File: config.mk
export PLATFORM = sky130hd
export DESIGN_NAME = arb_request_issuer
export DESIGN_NICKNAME = d
export VERILOG_FILES = /design/src/rtl/arb_request_issuer.sv
export SDC_FILE = /design/constraint.sdc
export NUM_CORES = 1
export LEC_CHECK = 0
export ABC_AREA = 0
export BUFFER_PORTS_ARGS = -buffer_cell sky130_fd_sc_hd__buf_2
export CAP_MARGIN = 20
export CORE_UTILIZATION = 48
export DETAILED_ROUTE_END_ITERATION = 8
export GPL_ROUTABILITY_DRIVEN = 1
export PLACE_DENSITY = 0.75
export SETUP_SLACK_MARGIN = 0.4
export SYNTH_ARGS = -nofsm -noshare
export SYNTH_HDL_FRONTEND = slang
export SYNTH_SLANG_ARGS = --single-unit
File: constraint.sdc
create_clock -name clk -period 2 [get_ports clk]
set_clock_uncertainty 0.2 [all_clocks]
set_input_delay 0.3 -clock clk [delete_from_list [all_inputs] [get_ports clk]]
set_output_delay 0.3 -clock clk [all_outputs]
set_load 0.02 [all_outputs]
File: src/rtl/arb_request_issuer.sv
// arb_request_issuer: per-channel pending counters feeding a fixed-order arbiter; optional grant checker under ARB_REQ_ISSUER_GRANT_CHECK_EN
module arb_request_issuer #(
  parameter int CNT_W = 3
) (
  input  logic       clk,
  input  logic       rst,
  input  logic [3:0] evt,
  output logic [3:0] req,
  input  logic [3:0] grant,
  output logic [3:0] served,
  output logic [3:0] overflow,
  output logic       grant_err
);
  typedef enum logic [1:0] {IDLE, REQ, GAP} state_t;
  localparam logic [CNT_W-1:0] MAX = '1;
  logic [3:0] in_req;
  genvar g;
  generate
    for (g = 0; g < 4; g++) begin : ch
      state_t st_q, st_d;
      logic [CNT_W-1:0] cnt_q, cnt_d;
      logic acc, drop, inc, req_q, srv_q, ovf_q;
      assign in_req[g] = st_q == REQ;
      assign acc  = grant[g] & in_req[g];
      assign drop = evt[g] & (cnt_q == MAX) & ~acc;
      assign inc  = evt[g] & ~drop;
      // counter nets increment against accepted grant; state leaves GAP after one cycle
      always_comb begin
        cnt_d = cnt_q + CNT_W'(inc) - CNT_W'(acc);
        st_d  = in_req[g] ? (acc ? GAP : REQ) : (cnt_d != '0 ? REQ : IDLE);
      end
      // channel state, counter and registered outputs
      always_ff @(posedge clk) begin
        if (rst) begin
          st_q  <= IDLE;
          cnt_q <= '0;
          req_q <= 1'b0;
          srv_q <= 1'b0;
          ovf_q <= 1'b0;
        end else begin
          st_q  <= st_d;
          cnt_q <= cnt_d;
          req_q <= st_d == REQ;
          srv_q <= acc;
          ovf_q <= ovf_q | drop;
        end
      end
      assign req[g]      = req_q;
      assign served[g]   = srv_q;
      assign overflow[g] = ovf_q;
    end
  endgenerate
`ifdef ARB_REQ_ISSUER_GRANT_CHECK_EN
  // sticky flag for grants to non-requesting channels or multi-hot grants
  always_ff @(posedge clk) begin
    if (rst) grant_err <= 1'b0;
    else if (|(grant & ~in_req) || (grant & (grant - 4'd1)) != 4'd0) grant_err <= 1'b1;
  end
`else
  assign grant_err = 1'b0;
`endif
endmodule

==> impl_metrics.ini, run 1 <==
[clock_tree]
cts_tree = done
clock_path_buffers = 2
cts.sinks = 28
cts_hold_buf = 0
clk_pin_slew_ns = 0.14
htreeDepth = 1
numCtsBuffers = 3
clk_latency_ns = 0.31
root_buffer = clkbuf_4

[die]
dieArea_sq_mm = 0.002810
die_h_microns = 53.01
placementRows = 18
core_area_sq_mm = 0.002477
ios = 23
floorplan.initialDensity_pct = 50.40
die_x_microns = 53.01

[detailed_routing]
dr.max_layer_used = met4
m1WireLength_mm = 1.111
vias = 948
wl_per_cell_microns = 12.44
wl_met3_microns = 66
drc = 0
viasPerCell = 4.887
first_iter_violations = 9
wl_met2_mm = 1.204
dr.pass1.iters = 4
routed_wl_mm = 2.414
postRouteAntennaNets = 0

[layout]
regArea_sq_um = 565.5
diodes = 0
nFillCells = 180
drive_gt1_share_pct = 56.71
area_delta_synth_final_pct = 40.68
fin_nets = 184
multi_input_area_sq_um = 744.5

[setup_path]
cpPeakStageDelay_ns = 0.45
arrival_ns = 2.10
start_kind = flip-flop
worstPathRequired_ns = 1.99
crit_fanout = 4
worstSetupPathType = reg -> reg
worstPathCellList = nand3b_1 > or2_4 > o21ai_4 > ha_4 > fa_2 > nor3_2 > a221oi_2
crit_path_end_kind = flip-flop
critPathSlowestCell = fa_2

[pwr]
netSwitchingFraction_pct = 35.17
internal_power_w = 0.001446
pwr-share-comb_pct = 54.8
pwr-share-seq_pct = 35.2
p_total_w = 0.002231
vdd_drop_max_mv = 0.8358
p_leak_nw = 0.7769
clock_power_share_pct = 10.0
p_sw_w = 0.0007845
powerDensity_mw_per_mm2 = 1270

[yosys]
synth_mux_area_share_pct = 0
synthDominantCellAreaShare_pct = 44.89
synth-edff-count = 0
synthTopCellsByCount = 28 x dfxtp_1, 16 x nor2_1, 13 x buf_4
synth.most_common_cell = dfxtp_1
yosysWarnings = 0
synth_cell_types = 19
synth_cells = 125
synth_compound_area_share_pct = 8.417
synth_fa_ha_area_share_pct = 10.42
synth-async-reset-ratio_pct = 0
ys.flop_type = dfxtp_1
ys_seq_area_share_pct = 44.89
synthTopCellsByArea = dfxtp_1 45%, buf_4 7.8%, fa_1 6.4%
synth_top_family_by_area = simple AND/OR/NAND/NOR gates
synthSimpleGateAreaFrac_pct = 20.14
synth-seq-cells = 28
synthXorXnorAreaFrac_pct = 5.611
synth_area_per_cell_sq_um = 9.990
yosysTopAreaCell = dfxtp_1
netlist_area_sq_mm = 0.001249
syn_nets = 143

[placed_design]
hpwl_mm = 1.498
dp_slack_ns = -0.1712
io_buffers = 21
gp_congestion = 0.7136

[sta]
setup_tns_ns = -0.4230
rsz0062_at_grt = true
drv_slew = 0
tightest_slew_ns = 0.5382
holdWs_ns = 0.04082
final_hold_viol_count = 0
slew_headroom_pct = 64.12
setup-violations-final = 6
fin_crit_ns = 2.102
max_freq_mhz = 475.7
worst_slack_ns = -0.1023
finalCritPeriodShare_pct = 105.1

[run_status]
run_status = complete, but fails checks
violations = setup timing

[global_route]
antenna_found_initial = 0
grt_pass1_wl_mm = 3.774
track_usage_pct = 18.76
grt_start_max_net_pins = 29
grt-ovfl-total = 0
grt_pass1_vias = 891

[hold_path]
hold_class = in -> reg

[job]
max-cap-violations = 0
[placed cells by master (no fill, tap or decap), types with 2 or more instances in the layout]
cell	instances
xnor2_1	2
or2_4	4
inv_1	4
nand2_1	3
buf_2	21
nor2_1	16
fa_2	4
o21ai_2	2
nor2b_1	12
and3_2	2
clkbuf_4	3
dfxtp_2	4
a31oi_1	3
o21ai_4	2
nand3b_1	4
buf_4	22
ha_4	4
and3_1	2
dfxtp_1	24
nor3_2	4
xnor2_2	6
buf_6	9
a221oi_2	4
[path summary, 6_finish.rpt]
path | from | end | slack [ns] | cells after the start
max | ch[1].st_q[1]$_SDFF_PP0_ | ch[1].st_q[0]$_SDFF_PP0_ | -0.10 | 7
min | grant[3] | ch[3].st_q[0]$_SDFF_PP0_ | 0.04 | 3
max reg2reg | ch[1].st_q[1]$_SDFF_PP0_ | ch[1].st_q[0]$_SDFF_PP0_ | -0.10 | 7
min reg2reg | ch[0].ovf_q$_SDFF_PP0_ | ch[0].ovf_q$_SDFF_PP0_ | 0.29 | 2
[metrics by stage]
stage / cell area (sq um) / util, % / instances
6_report: 1757 / 70.91 / 194
5_1_grt: 1757 / 70.91 / 194
4_1_cts: 1678 / 67.73 / 191
3_5_place_dp: 1460 / 58.94 / 177
3_3_place_gp: 1460 / 58.94 / 177
2_1_floorplan: 1303 / - / 125
[per-layer routing]
| layer | GRT usage (%) | vias up |
|---|---|---|
| li1 | - | 475 |
| met1 | 23.32 | 452 |
| met3 | 2.874 | 4 |
| met2 | 31.86 | 17 |
| met5 | 0 | - |
| met4 | 7.895 | 0 |
[state kept, by name, summed over array words and instances (netlist names)]
name / cells
ch.cnt_q: 12
ch.st_q: 8
ch.ovf_q: 4
ch.srv_q: 4
[cells by family after synthesis]
| kind of cell | after synthesis |
|---|---|
| compound gates | 12 |
| xor+xnor | 8 |
| fa+ha+maj | 8 |
| other cells | 1 |
| flops | 28 |
| simple gates | 48 |
| buf+inv | 20 |
[final cells by class]
| type | count | share of cell area [%] |
|---|---|---|
| multi-input cells | 77 | 42.38 |
| inverters | 4 | 0.8547 |
| clock buffers | 3 | 1.282 |
| flip-flops and latches | 28 | 32.19 |
| repair buffers | 52 | 21.15 |
| well taps | 30 | 2.137 |
[power groups by stage]
stage	Combinational, W	Sequential [W]	Clock [W]
finish	0.00122	0.000785	0.000223
global route	0.00133	0.000803	0.000249
CTS	0.00115	0.000777	0.000235
detailed placement	0.000912	0.000777	0
global placement	0.000886	0.000766	0
floorplan	0.000707	0.000769	0
[critical path, delay by kind of cell (launching register included)]
family | cells | cell delay [ns]
flops | 1 | 0.34
compound gates | 2 | 0.14
simple gates | 3 | 0.70
fa+ha+maj | 2 | 0.60
[what timing repair did]
action	4_1_cts	5_1_grt
setup endpoints to repair	16	18
setup buffers	11	3
pin swaps	19	5
gates resized for setup	23	10
No activity file was read; power rests on OpenSTA's default activity.
==> run 2: changes to the inputs <==
==> constraint.sdc (replaced) <==
create_clock -name clk -period 2 [get_ports clk]
set_clock_uncertainty 0.2 [all_clocks]
set_input_delay 0.3 -clock clk [delete_from_list [all_inputs] [get_ports clk]]
set_output_delay 0.3 -clock clk [all_outputs]
set_load 0.1 [all_outputs]
==> run 2 against run 1 <==
The run still ends with setup timing left. Setup slack worse by 0.029 ns. Worst hold slack worse by 0.0031 ns. Total power up 15%. Combinational power up 27%. Flip-flop and latch count unchanged. Cell count unchanged. Core utilization up 1.0 points. Critical endpoint is now ch[0].st_q[0]$_SDFF_PP0_.
==> impl_metrics.ini, run 2 (synthesis results as in run 1) <==
[clock_tree]
cts_tree = done
numCtsBuffers = 3
clk_pin_slew_ns = 0.14
root_buffer = clkbuf_4
cts_hold_buf = 0
htreeDepth = 1
cts.sinks = 28
clock_path_buffers = 2
clk_latency_ns = 0.32

[detailed_routing]
viasPerCell = 4.990
wl_per_cell_microns = 13.56
drc = 0
first_iter_violations = 14
vias = 968
routed_wl_mm = 2.630
postRouteAntennaNets = 0
dr.pass1.iters = 4

[die]
placementRows = 18
core_area_sq_mm = 0.002477
die_x_microns = 53.01
dieArea_sq_mm = 0.002810
ios = 23
die_h_microns = 53.01
floorplan.initialDensity_pct = 50.40

[layout]
area_delta_synth_final_pct = 42.69
fin_cells = 194
regArea_sq_um = 565.5
fin_nets = 184
multi_input_area_sq_um = 742.0
largest_register = ch.cnt_q
diodes = 0
final_cell_area_sq_mm = 0.001782
nFillCells = 177
largest_reg_flops = 12
final_cell_mix = 30 x buf_4, 24 x dfxtp_1, 16 x nor2_1
final_common_cell = buf_4
reg_top3 = ch.cnt_q (12), ch.st_q (8)
drive_gt1_share_pct = 56.10

[setup_path]
crit_fanout = 4
critPathSlowestCell = fa_1
worstPathRequired_ns = 2.00
cpPeakStageDelay_ns = 0.38
crit_top_cell = xnor2_1
critPathLaunch = ch[0].st_q[1]$_SDFF_PP0_
worstPathCellList = nand3b_1 > nand2_1 > o21ai_2 > ha_4 > fa_1 > xnor2_1 > xnor2_1 > a221oi_2
start_kind = flip-flop
r2r-end = ch[0].st_q[0]$_SDFF_PP0_
reg2reg_depth = 8
worstReg2RegStart = ch[0].st_q[1]$_SDFF_PP0_
cp-endpoint = ch[0].st_q[0]$_SDFF_PP0_
arrival_ns = 2.13
crit_path_end_kind = flip-flop
worstSetupPathType = reg -> reg
rrSetupSlack_ns = -0.13

[sta]
slew_headroom_pct = 65.56
fin_crit_ns = 2.132
finalCritPeriodShare_pct = 106.6
worst_slack_ns = -0.1316
final_hold_viol_count = 0
tightest_slew_ns = 0.5166
rsz0062_at_grt = true
drv_slew = 0
setup-violations-final = 6
max_freq_mhz = 469.1
setup_tns_ns = -0.5413

[global_route]
grt_start_max_net_pins = 29
antenna_found_initial = 0
grt_pass1_wl_mm = 3.753
grt_pass1_vias = 895
track_usage_pct = 18.64
grt-ovfl-total = 0

[placed_design]
io_buffers = 21
dp.cells = 177
gp_congestion = 0.7136
hpwl_mm = 1.498
dp_slack_ns = -0.1712
post_dp_cell_area_sq_mm = 0.001460

[run_status]
violations = setup timing
run_status = complete, but fails checks

[hold_path]
min_path_cells = 3
hold_class = in -> reg

[pwr]
vdd_drop_max_mv = 1.073
p_leak_nw = 0.7779
powerDensity_mw_per_mm2 = 1440
p_total_w = 0.002566

[job]
max-cap-violations = 0
run 2: worst min path at each step:
stage                           startpoint                       end  slack, ns
floorplan                         grant[0]  ch[0].st_q[0]$_SDFF_PP0_       0.19
global placement    ch[3].ovf_q$_SDFF_PP0_    ch[3].ovf_q$_SDFF_PP0_       0.25
detailed placement  ch[0].ovf_q$_SDFF_PP0_    ch[0].ovf_q$_SDFF_PP0_       0.27
CTS                               grant[2]  ch[2].st_q[0]$_SDFF_PP0_       0.03
global route                      grant[3]  ch[3].st_q[0]$_SDFF_PP0_       0.04
finish                            grant[3]  ch[3].st_q[0]$_SDFF_PP0_       0.04
run 2: what timing repair did:
action / CTS / global route
setup endpoints to repair: 24 / 21
buffers inserted: 11 / 3
pin swaps: 19 / 7
endpoints found under the hold margin: 0 / 0
resized for setup: 31 / 11
run 2: where the power goes:
group | switching [W] | total, W | internal [W]
Sequential | 0.0000938 | 0.000790 | 0.000697
Clock | 0.000157 | 0.000228 | 0.0000706
Combinational | 0.000846 | 0.00155 | 0.000701
run 2: area by class of cell:
| type | instances | area share (%) |
|---|---|---|
| repair buffers | 52 | 22.40 |
| flip-flops and latches | 28 | 31.74 |
| clock buffers | 3 | 1.264 |
| inverters | 4 | 0.8427 |
| multi-input cells | 77 | 41.64 |
| well taps | 30 | 2.107 |
run 2: critical path, delay by kind of cell (launching register included):
family / cells / cell delay (ns)
DFF: 1 / 0.34
AOI/OAI and AO/OA: 2 / 0.16
adders and majority gates: 2 / 0.53
and+or+nand+nor: 2 / 0.34
xor gates and xnor gates: 2 / 0.43
run 2: through the flow:
stage / hold slack (ns) / util (%)
global placement: 0.2452 / 58.94
global route: 0.03534 / 71.92
floorplan: 0.1894 / -
CTS: 0.02700 / 68.54
finish: 0.03774 / 71.92
detailed placement: 0.2652 / 58.94
run 2: layer usage:
layer	vias to the layer above	part of all wire (%)	GRT usage (%)
li1	477	-	-
met1	460	42	22.79
met2	23	52	32.70
met3	8	3.0	2.586
met4	0	2.9	7.018
met5	-	0	0
